### src/rtl/alu_pipe_flags.sv
// Registered execute-stage ALU with valid/ready handshake and an NZCV status register.
// Define MUL_EN to build the iterative shift-add multiplier decoded from MUL_CMD.
module alu_pipe_flags #(
  parameter int unsigned        WIDTH   = 32,
  parameter int unsigned        CMD_LEN = 4,
  parameter logic [CMD_LEN-1:0] MUL_CMD = 4'b1010
) (
  input  logic               clk,
  input  logic               rst_n,
  input  logic               flush,
  input  logic               in_valid,
  output logic               in_ready,
  input  logic [CMD_LEN-1:0] cmd,
  input  logic               s_bit,
  input  logic [WIDTH-1:0]   op_a,
  input  logic [WIDTH-1:0]   op_b,
  output logic               out_valid,
  input  logic               out_ready,
  output logic [WIDTH-1:0]   result,
  output logic [3:0]         status
);

  typedef enum logic [CMD_LEN-1:0] {
    CMD_MOV = CMD_LEN'(0),
    CMD_MVN = CMD_LEN'(1),
    CMD_ADD = CMD_LEN'(2),
    CMD_ADC = CMD_LEN'(3),
    CMD_SUB = CMD_LEN'(4),
    CMD_SBC = CMD_LEN'(5),
    CMD_AND = CMD_LEN'(6),
    CMD_ORR = CMD_LEN'(7),
    CMD_EOR = CMD_LEN'(8),
    CMD_CMP = CMD_LEN'(9),
    CMD_TST = CMD_LEN'(11),
    CMD_LDR = CMD_LEN'(12),
    CMD_STR = CMD_LEN'(13)
  } cmd_e;

  logic             accept;
  logic             take_single;
  logic             is_mul;
  logic             idle;
  logic             known;
  logic             arith;
  logic             sub;
  logic             use_carry;
  logic             flag_force;
  logic             flag_wr;
  logic [WIDTH-1:0] logic_res;
  logic [WIDTH-1:0] b_eff;
  logic             cin;
  logic [WIDTH:0]   sum;
  logic [WIDTH-1:0] alu_res;
  logic             v_new;
  logic [3:0]       next_status;

  // MUL_CMD takes precedence over any other decode; without the multiplier it is an unknown op.
  assign is_mul = (cmd == MUL_CMD);

  always_comb begin
    known      = 1'b1;
    arith      = 1'b0;
    sub        = 1'b0;
    use_carry  = 1'b0;
    flag_force = 1'b0;
    logic_res  = '0;
    case (cmd)
      CMD_MOV: logic_res = op_b;
      CMD_MVN: logic_res = ~op_b;
      CMD_ADD, CMD_LDR, CMD_STR: arith = 1'b1;
      CMD_ADC: begin
        arith     = 1'b1;
        use_carry = 1'b1;
      end
      CMD_SUB: begin
        arith = 1'b1;
        sub   = 1'b1;
      end
      CMD_SBC: begin
        arith     = 1'b1;
        sub       = 1'b1;
        use_carry = 1'b1;
      end
      CMD_CMP: begin
        arith      = 1'b1;
        sub        = 1'b1;
        flag_force = 1'b1;
      end
      CMD_AND: logic_res = op_a & op_b;
      CMD_TST: begin
        logic_res  = op_a & op_b;
        flag_force = 1'b1;
      end
      CMD_ORR: logic_res = op_a | op_b;
      CMD_EOR: logic_res = op_a ^ op_b;
      default: known = 1'b0;
    endcase
    if (is_mul) known = 1'b0;
  end

  // Subtraction is a + ~b + cin, so the carry out is the ARM-style NOT borrow.
  assign b_eff = sub ? ~op_b : op_b;
  assign cin   = use_carry ? status[1] : sub;
  assign sum   = {1'b0, op_a} + {1'b0, b_eff} + {{WIDTH{1'b0}}, cin};

  always_comb begin
    alu_res = '0;
    if (known) alu_res = arith ? sum[WIDTH-1:0] : logic_res;
  end

  always_comb begin
    if (sub)
      v_new = (op_a[WIDTH-1] != op_b[WIDTH-1]) & (sum[WIDTH-1] != op_a[WIDTH-1]);
    else
      v_new = (op_a[WIDTH-1] == op_b[WIDTH-1]) & (sum[WIDTH-1] != op_a[WIDTH-1]);
  end

  always_comb begin
    next_status[3] = alu_res[WIDTH-1];
    next_status[2] = (alu_res == '0);
    next_status[1] = arith ? sum[WIDTH] : status[1];
    next_status[0] = arith ? v_new : status[0];
  end

  assign flag_wr  = known & (s_bit | flag_force);
  assign in_ready = idle & (!out_valid | out_ready) & !flush;
  assign accept   = in_valid & in_ready;

`ifdef MUL_EN
  localparam int unsigned CW = (WIDTH > 1) ? $clog2(WIDTH) : 1;

  typedef enum logic [1:0] {
    IDLE,
    MUL_BUSY,
    MUL_DONE
  } state_e;

  state_e           state;
  state_e           state_next;
  logic [CW-1:0]    count;
  logic [WIDTH-1:0] mcand;
  logic [WIDTH-1:0] mplier;
  logic [WIDTH-1:0] acc;
  logic             mul_s;
  logic             mul_start;
  logic             mul_load;
  logic             mul_last;

  assign idle        = (state == IDLE);
  assign mul_start   = accept & is_mul;
  assign take_single = accept & !is_mul;
  assign mul_last    = (count == CW'(WIDTH - 1));
  assign mul_load    = (state == MUL_DONE) & (!out_valid | out_ready) & !flush;

  always_ff @(posedge clk or negedge rst_n) begin
    if (!rst_n) state <= IDLE;
    else        state <= state_next;
  end

  always_comb begin
    state_next = state;
    case (state)
      IDLE:     if (mul_start) state_next = MUL_BUSY;
      MUL_BUSY: if (mul_last)  state_next = MUL_DONE;
      MUL_DONE: if (mul_load)  state_next = IDLE;
      default:                 state_next = IDLE;
    endcase
    if (flush) state_next = IDLE;
  end

  always_ff @(posedge clk or negedge rst_n) begin
    if (!rst_n) begin
      count  <= '0;
      mcand  <= '0;
      mplier <= '0;
      acc    <= '0;
      mul_s  <= 1'b0;
    end else if (flush) begin
      count <= '0;
    end else if (mul_start) begin
      count  <= '0;
      mcand  <= op_a;
      mplier <= op_b;
      acc    <= '0;
      mul_s  <= s_bit;
    end else if (state == MUL_BUSY) begin
      if (mplier[0]) acc <= acc + mcand;
      mcand  <= mcand << 1;
      mplier <= mplier >> 1;
      count  <= mul_last ? '0 : count + CW'(1);
    end
  end
`else
  assign idle        = 1'b1;
  assign take_single = accept;
`endif

  always_ff @(posedge clk or negedge rst_n) begin
    if (!rst_n) begin
      out_valid <= 1'b0;
      result    <= '0;
      status    <= '0;
    end else if (flush) begin
      out_valid <= 1'b0;
    end else if (take_single) begin
      out_valid <= 1'b1;
      result    <= alu_res;
      if (flag_wr) status <= next_status;
`ifdef MUL_EN
    end else if (mul_load) begin
      out_valid <= 1'b1;
      result    <= acc;
      if (mul_s) status <= {acc[WIDTH-1], (acc == '0), status[1:0]};
`endif
    end else if (out_ready) begin
      out_valid <= 1'b0;
    end
  end

endmodule
### config.mk
export PLATFORM = sky130hd
export DESIGN_NAME = alu_pipe_flags
export DESIGN_NICKNAME = d
export VERILOG_FILES = /design/src/rtl/alu_pipe_flags.sv
export SDC_FILE = /design/constraint.sdc
export NUM_CORES = 1
export LEC_CHECK = 0
export BUFFER_PORTS_ARGS = -buffer_cell sky130_fd_sc_hd__buf_2
export CORE_ASPECT_RATIO = 1.2
export CORE_MARGIN = 2
export CORE_UTILIZATION = 50
export CTS_BUF_LIST = sky130_fd_sc_hd__clkbuf_4
export DETAILED_ROUTE_END_ITERATION = 10
export PLACE_DENSITY = 0.76
export SLEW_MARGIN = 20
export SYNTH_ARGS = -nofsm -noshare
export SYNTH_HDL_FRONTEND = slang
export SYNTH_SLANG_ARGS = --single-unit
export TNS_END_PERCENT = 30
### constraint.sdc
create_clock -name clk -period 4.8 [get_ports clk]
set_input_delay 0.96 -clock clk [delete_from_list [all_inputs] [get_ports clk]]
set_output_delay 0.96 -clock clk [all_outputs]
set_load 0.05 [all_outputs]
==> results.sh, run 1 <==
export IMPL_grt_pass1_vias=6509
export IMPL_fillers=1243
export IMPL_dieArea_um2=13760
export IMPL_status="completed"
export IMPL_layout_area_overhead_vs_synth_pct=17.20
export IMPL_placed_cells=1184
export IMPL_r2r_slack_ns=0.90
export IMPL_setup_worst_path_start_class="input port"
export IMPL_reg2reg_from="status[1]$_DFFE_PN0P_"
export IMPL_cp_top_family="compound AO/OA/AOI/OAI gates"
export IMPL_min_from="result[23]$_DFFE_PN0P_"
export IMPL_holdPathStages=2
export IMPL_path_max_fanout=23
export IMPL_antenna_found_initial=0
export IMPL_ctsHtreeMaxLevel=2
export IMPL_via_per_inst=5.867
export IMPL_critical_path_required_ns=5.06
export IMPL_worst_setup_path_type="input port to flip-flop"
export IMPL_cts_sinks=37
export IMPL_synth_avg_cell_area_um2=7.159
export IMPL_gp_congestion=1.011
export IMPL_rsz0062_at_grt="false"
export IMPL_synth_top_family_by_area="compound AO/OA/AOI/OAI gates"
export IMPL_grt_max_degree=50
export IMPL_ys_seq_area_share_pct=14.43
export IMPL_drc=0
export IMPL_grt_usage_pct=30.04
export IMPL_rows=45
export IMPL_num_vias=6994
export IMPL_synth_cell_types=62
export IMPL_hp_class="flip-flop to flip-flop"
export IMPL_dr_pass1_iters=5
export IMPL_clk_latency_ns=0.35
export IMPL_cts_tree="built"
export IMPL_tightest_slew_ns=0.7704
export IMPL_reg2regPathDepth=17
export IMPL_clock_skew_ns=0.007867
export IMPL_start_util_pct=50.86
export IMPL_crit_top_cell="xnor2_1"
export IMPL_synth_area_leader_cell="ha_1"
export IMPL_power_density_nw_per_um2=250.8
export IMPL_min_to="result[23]$_DFFE_PN0P_"
export IMPL_synth_simple_area_share_pct=17.98
export IMPL_setup_viol=0
export IMPL_port_buffers=111
export IMPL_crit_chain="buf_2 > nor2b_1 > nand2_1 > a21oi_4 > buf_12 > xnor2_1 > inv_1 > fa_1 > nand2b_1 > a211oi_2 > o21ai_1 > xnor2_1 > a211oi_1 > nor3b_2 > o2111ai_1 > nor4_1 > nand4_1 > o31ai_1"
export IMPL_syn_area_um2=6415
export IMPL_synthTopCellsByArea="ha_1 (19%), dfrtp_1 (14%), xnor2_1 (8.6%)"
export IMPL_grt_ovfl_total=0
export IMPL_grt_pass1_wl_mm=32.84
export IMPL_fin_cells=1192
export IMPL_hold_viol=0
export IMPL_cp_num_buf_inv=3
export IMPL_ys_warn_count=0
export IMPL_synthArstFlopShare_pct=100.0
export IMPL_core_um2=12610
export IMPL_final_antenna_net_count=0
export IMPL_hpwl_mm=16.54
export IMPL_synth_flop_cell="dfrtp_1"
export IMPL_synth_mux_area_share_pct=0.6632
export IMPL_ir_drop_mv=0.2286
export IMPL_fp_dieW_um=107.4
export IMPL_synth_compound_area_share_pct=27.44
export IMPL_cts_buffer_depth=2
export IMPL_maxSlewViolCount=0
export IMPL_synth_fa_ha_area_share_pct=19.15
export IMPL_antenna_diode_count=0
export IMPL_min_period_ns=4.443
export IMPL_routed_wl_mm=20.54
export IMPL_layout_nets=1198
export IMPL_syn_nets=1067
export IMPL_drt_iter0_drc=517
export IMPL_fin_hold_ws_ns=0.4794
export IMPL_max_freq_mhz=225.1
export IMPL_cts_clk_slew_worst_paths_ns=0.11
export IMPL_netlist_instances=896
export IMPL_postCtsSetupBuffers=0
export IMPL_r2r_end="status[2]$_DFFE_PN0P_"
export IMPL_drive_gt1_share_pct=18.68
export IMPL_crit_path_top_delay_cell="a211oi_1"
export IMPL_synth_xor_area_share_pct=12.15
export IMPL_die_h_um=128.1
export IMPL_hold_buffers=0
export IMPL_post_drt_wl_per_cell_um=17.23
export IMPL_synth_edff_count=0
export IMPL_root_buffer="clkbuf_4"
export IMPL_synth_top_area_share_pct=18.53
export IMPL_cts_made_buffers=5
export IMPL_p_leak_nw=3.767
export IMPL_max_stage_delay_ns=0.42
export IMPL_synth_seq_cells=37
export IMPL_period_share_pct=92.57
export IMPL_arrival_ns=4.71
export IMPL_io_pins=112
export IMPL_slew_headroom_pct=48.33
export IMPL_endpoint_kind="flip-flop"
export IMPL_drv_cap=0
[layer usage]
metal  routed length [µm]  global-route usage, %  share of wire, %
met1                 9191                  40.90                45
met2                 9019                  47.99                44
met3                 1422                  2.999               6.9
met4                  909                  13.42               4.4
met5                    0                      0                 0
[final cells by class]
type / instances / area (µm²) / area share, %
multi-input cells: 728 / 4987 / 66.33
repair buffers: 174 / 1041 / 13.85
clock inverters: 2 / 10.01 / 0.1331
inverters: 81 / 304.0 / 4.044
flip-flops and latches: 37 / 925.9 / 12.31
clock buffers: 6 / 45.04 / 0.5991
well taps: 164 / 205.2 / 2.729
[synthesized netlist by cell type, types with 7 or more instances]
library cell    n
o22ai_1        11
xor2_1         26
a31oi_1         7
nand2_1       130
clkbuf_1       29
a22oi_1        11
nor2b_1         8
o21a_1          7
dfrtp_1        37
a221oi_1       12
inv_1          81
a211oi_1       10
o21ai_1         9
a21oi_1        80
nand3_1         7
nor2_1         60
nor3_1         13
nand4_1        10
o21ai_0        62
ha_1           95
a21o_1         15
buf_2          12
xnor2_1        63
[worst max path at each step]
stage | end | cells past startpoint | from | slack (ns)
2_1_floorplan | status[2]$_DFFE_PN0P_ | 20 | cmd[0] | 0.006
3_3_place_gp | status[2]$_DFFE_PN0P_ | 17 | cmd[3] | 0.02
3_5_place_dp | status[2]$_DFFE_PN0P_ | 19 | cmd[2] | -0.03
4_1_cts | status[2]$_DFFE_PN0P_ | 19 | cmd[2] | 0.34
5_1_grt | status[2]$_DFFE_PN0P_ | 19 | cmd[2] | 0.02
6_report | status[2]$_DFFE_PN0P_ | 18 | cmd[2] | 0.36
[tightest hold or removal path, delay by kind of cell, from the launching register on]
family | cells | cell delay (ns)
AND/OR/NAND/NOR | 2 | 0.10
flip-flops | 1 | 0.35
[sequential cells by signal (all words and copies together) (netlist names)]
register / count
out_valid: 1
result: 32
status: 4
[cells in the final DEF (no fill, tap or decap), drive strengths merged, types with 5 or more instances in the layout]
cell	n
o211ai	5
a221oi	12
nor2	60
a211oi	10
o21bai	5
o21a	7
xnor2	63
buf	174
a32oi	6
a31oi	7
o31ai	6
nand2	130
xor2	26
o221ai	6
nand4	10
inv	81
o22ai	11
nand2b	5
clkbuf	6
nor3	13
a21boi	5
a21oi	80
nand3	7
nor3b	7
nor2b	8
a21o	15
ha	95
dfrtp	37
o21ai	71
a22oi	11
[per-stage QoR]
| stage | worst slack [ns] | setup TNS, ns | total power [mW] | area, µm² | util, % |
|---|---|---|---|---|---|
| CTS | 0.3362 | 0 | 1.879 | 7512 | 59.56 |
| detailed placement | -0.03333 | -0.03333 | 1.710 | 7457 | 59.13 |
| global placement | 0.02131 | 0 | 1.701 | 7457 | 59.13 |
| finish | 0.3566 | 0 | 1.885 | 7518 | 59.61 |
| floorplan | 0.005524 | 0 | 1.319 | 6459 | - |
| global route | 0.01558 | 0 | 2.025 | 7518 | 59.61 |
[report_power, final]
group	switching (mW)	internal, mW	leakage, nW
Sequential	0.0412	0.383	0.469
Combinational	0.843	0.454	3.26
Clock	0.102	0.0614	0.0354
Total	0.987	0.899	3.77
[cells by family after synthesis]
logic type / count (synthesis)
flip-flops: 37
XOR/XNOR: 89
multiplexers: 4
AO/OA/AOI/OAI: 278
AND/OR/NAND/NOR: 260
adder cells (fa/ha/maj): 97
buffers and inverters: 131
[what timing repair did]
| item | 4_1_cts | 5_1_grt |
|---|---|---|
| endpoints found under the setup margin | 0 | 1 |
| hold endpoints to repair | 0 | 0 |
| resized for setup | 0 | 1 |
No activity file was read; power rests on OpenSTA's default activity.
==> run 2: changes to the inputs <==
--- a/config.mk
+++ b/config.mk
@@ -11,7 +11,7 @@
 export CORE_UTILIZATION = 50
 export CTS_BUF_LIST = sky130_fd_sc_hd__clkbuf_4
 export DETAILED_ROUTE_END_ITERATION = 10
-export PLACE_DENSITY = 0.76
+export PLACE_DENSITY_LB_ADDON = 0.1
 export SLEW_MARGIN = 20
 export SYNTH_ARGS = -nofsm -noshare
 export SYNTH_HDL_FRONTEND = slang
==> constraint.sdc (replaced) <==
create_clock -name clk -period 5.5 [get_ports clk]
set_input_delay 1.1 -clock clk [delete_from_list [all_inputs] [get_ports clk]]
set_output_delay 1.1 -clock clk [all_outputs]
set_load 0.05 [all_outputs]
==> results.sh, run 2 (synthesis results as in run 1) <==
export IMPL_largestRegisters="result x32, status x4, out_valid x1"
export IMPL_die_h_um=128.1
export IMPL_slew_headroom_pct=43.53
export IMPL_grt_ovfl_total=0
export IMPL_layout_commonest_cell="nand2_1"
export IMPL_clk_latency_ns=0.35
export IMPL_fp_dieW_um=107.4
export IMPL_worst_setup_path_type="input port to flip-flop"
export IMPL_period_share_pct=88.73
export IMPL_post_drt_wl_per_cell_um=18.67
export IMPL_gp_congestion=1.040
export IMPL_root_buffer="clkbuf_4"
export IMPL_postCtsSetupBuffers=0
export IMPL_rsz0062_at_grt="false"
export IMPL_rows=45
export IMPL_final_antenna_net_count=0
export IMPL_setup_viol=0
export IMPL_largest_reg_flops=32
export IMPL_power_density_nw_per_um2=233.4
export IMPL_dp_slack_ns=0.2861
export IMPL_internal_power_mw=0.8255
export IMPL_cts_tree="built"
export IMPL_critical_path_required_ns=5.76
export IMPL_cts_clk_slew_worst_paths_ns=0.12
export IMPL_tightest_slew_ns=0.8470
export IMPL_status="completed"
export IMPL_cp_top_family="compound AO/OA/AOI/OAI gates"
export IMPL_power_switching_mw=0.8682
export IMPL_hold_viol=0
export IMPL_core_um2=12610
export IMPL_crit_path_top_delay_cell="buf_4"
export IMPL_grt_usage_pct=31.37
export IMPL_combPwrFrac_pct=64.0
export IMPL_grt_max_degree=54
export IMPL_ctsHtreeMaxLevel=2
export IMPL_worst_slack_ns=0.6196
export IMPL_path_max_fanout=26
export IMPL_port_buffers=111
export IMPL_p_leak_nw=3.600
export IMPL_dieArea_um2=13760
export IMPL_min_period_ns=4.880
export IMPL_maxSlewViolCount=0
export IMPL_setup_worst_path_start_class="input port"
export IMPL_max_stage_delay_ns=0.42
export IMPL_cts_resized=0
export IMPL_totalPowerFinal_mw=1.694
export IMPL_final_cell_mix="nand2_1 (130), buf_2 (111), ha_1 (95)"
export IMPL_drc=0
export IMPL_antenna_found_initial=0
export IMPL_final_setup_tns_ns=0
export IMPL_num_vias=6843
export IMPL_start_util_pct=50.86
export IMPL_drt_iter0_drc=429
export IMPL_layout_nets=1160
export IMPL_cp_num_buf_inv=2
export IMPL_hold_buffers=0
export IMPL_clockPowerShare_pct=14.0
export IMPL_crit_chain="buf_2 > nor2b_1 > nand2_1 > a21oi_4 > buf_4 > xnor2_1 > ha_1 > and2_1 > a221oi_1 > a211o_1 > a211oi_1 > nand2b_1 > xor2_1 > a2111oi_0 > o211ai_1 > nor4_1 > nand4_1 > o31ai_1"
export IMPL_cts_buffer_depth=2
export IMPL_endpoint_kind="flip-flop"
export IMPL_cts_made_buffers=5
export IMPL_max_freq_mhz=204.9
export IMPL_fin_hold_ws_ns=0.4808
export IMPL_io_pins=112
export IMPL_routed_wl_mm=21.54
export IMPL_swShare_pct=51.26
export IMPL_hpwl_mm=17.00
export IMPL_grt_pass1_wl_mm=33.95
export IMPL_layout_area_overhead_vs_synth_pct=13.13
export IMPL_top_register="result"
export IMPL_antenna_diode_count=0
export IMPL_hp_class="flip-flop to flip-flop"
export IMPL_grt_pass1_vias=6562
export IMPL_drv_cap=0
export IMPL_arrival_ns=5.14
export IMPL_dr_pass1_iters=4
export IMPL_clock_skew_ns=0.01216
export IMPL_cts_sinks=37
export IMPL_p_seq_share_pct=22.0
export IMPL_via_per_inst=5.930
export IMPL_drive_gt1_share_pct=15.35
export IMPL_ir_drop_mv=0.2905
[run 2: worst register-to-register path: stages (launching register included)]
cell	delay, ns
dfrtp_1	0.46
o21ai_0	0.17
a21oi_1	0.08
a21o_1	0.17
fa_1	0.40
inv_1	0.09
fa_1	0.21
nand2b_1	0.14
a211oi_1	0.07
buf_4	0.14
o21ai_1	0.30
o21ai_1	0.19
a41o_1	0.27
a21oi_1	0.22
o31ai_1	0.11
xor2_1	0.15
a221oi_1	0.48
nand3_1	0.14
o31ai_1	0.20
[run 2: power groups by stage]
stage | clock network [mW] | logic (mW) | registers (mW)
after floorplan | 0 | 0.549 | 0.598
after global placement | 0 | 1.07 | 0.379
after detailed placement | 0 | 1.07 | 0.379
after CTS | 0.239 | 1.08 | 0.374
after global routing | 0.250 | 1.18 | 0.381
final | 0.237 | 1.08 | 0.373
[run 2: worst paths after layout]
kind | startpoint | endpoint | slack [ns] | cells after the start
max | cmd[2] | status[2]$_DFFE_PN0P_ | 0.62 | 18
min | result[29]$_DFFE_PN0P_ | result[29]$_DFFE_PN0P_ | 0.48 | 2
max reg2reg | status[1]$_DFFE_PN0P_ | status[2]$_DFFE_PN0P_ | 1.42 | 18
min reg2reg | result[29]$_DFFE_PN0P_ | result[29]$_DFFE_PN0P_ | 0.48 | 2
max in group asynchronous | rst_n | status[3]$_DFFE_PN0P_ | 4.12 | 1
min in group asynchronous | rst_n | result[1]$_DFFE_PN0P_ | 0.84 | 1
[run 2: through the flow]
step / cells / instance area [µm²] / util, %
floorplan: 896 / 6415 / -
global placement: 1146 / 7154 / 56.73
detailed placement: 1146 / 7154 / 56.73
CTS: 1154 / 7257 / 57.54
global route: 1154 / 7257 / 57.54
finish: 1154 / 7257 / 57.54
[run 2: final cells by class]
| cell class | count | area, µm² |
|---|---|---|
| fillers | 1329 | 5355 |
| multi-input cells | 728 | 4976 |
| flip-flops and latches | 37 | 925.9 |
| repair buffers | 136 | 743.2 |
| inverters | 81 | 304.0 |
| well taps | 164 | 205.2 |
| clock inverters | 3 | 65.06 |
| clock buffers | 5 | 37.54 |
[run 2: routing by layer]
metal | wire (µm) | part of all wire, % | vias up | global-route usage (%)
met2 | 10330 | 48 | 269 | 54.10
met5 | 0 | 0 | - | 0
met3 | 1473 | 6.8 | 63 | 4.575
met1 | 8758 | 41 | 3196 | 38.68
li1 | - | - | 3315 | -
met4 | 985 | 4.6 | 0 | 13.73
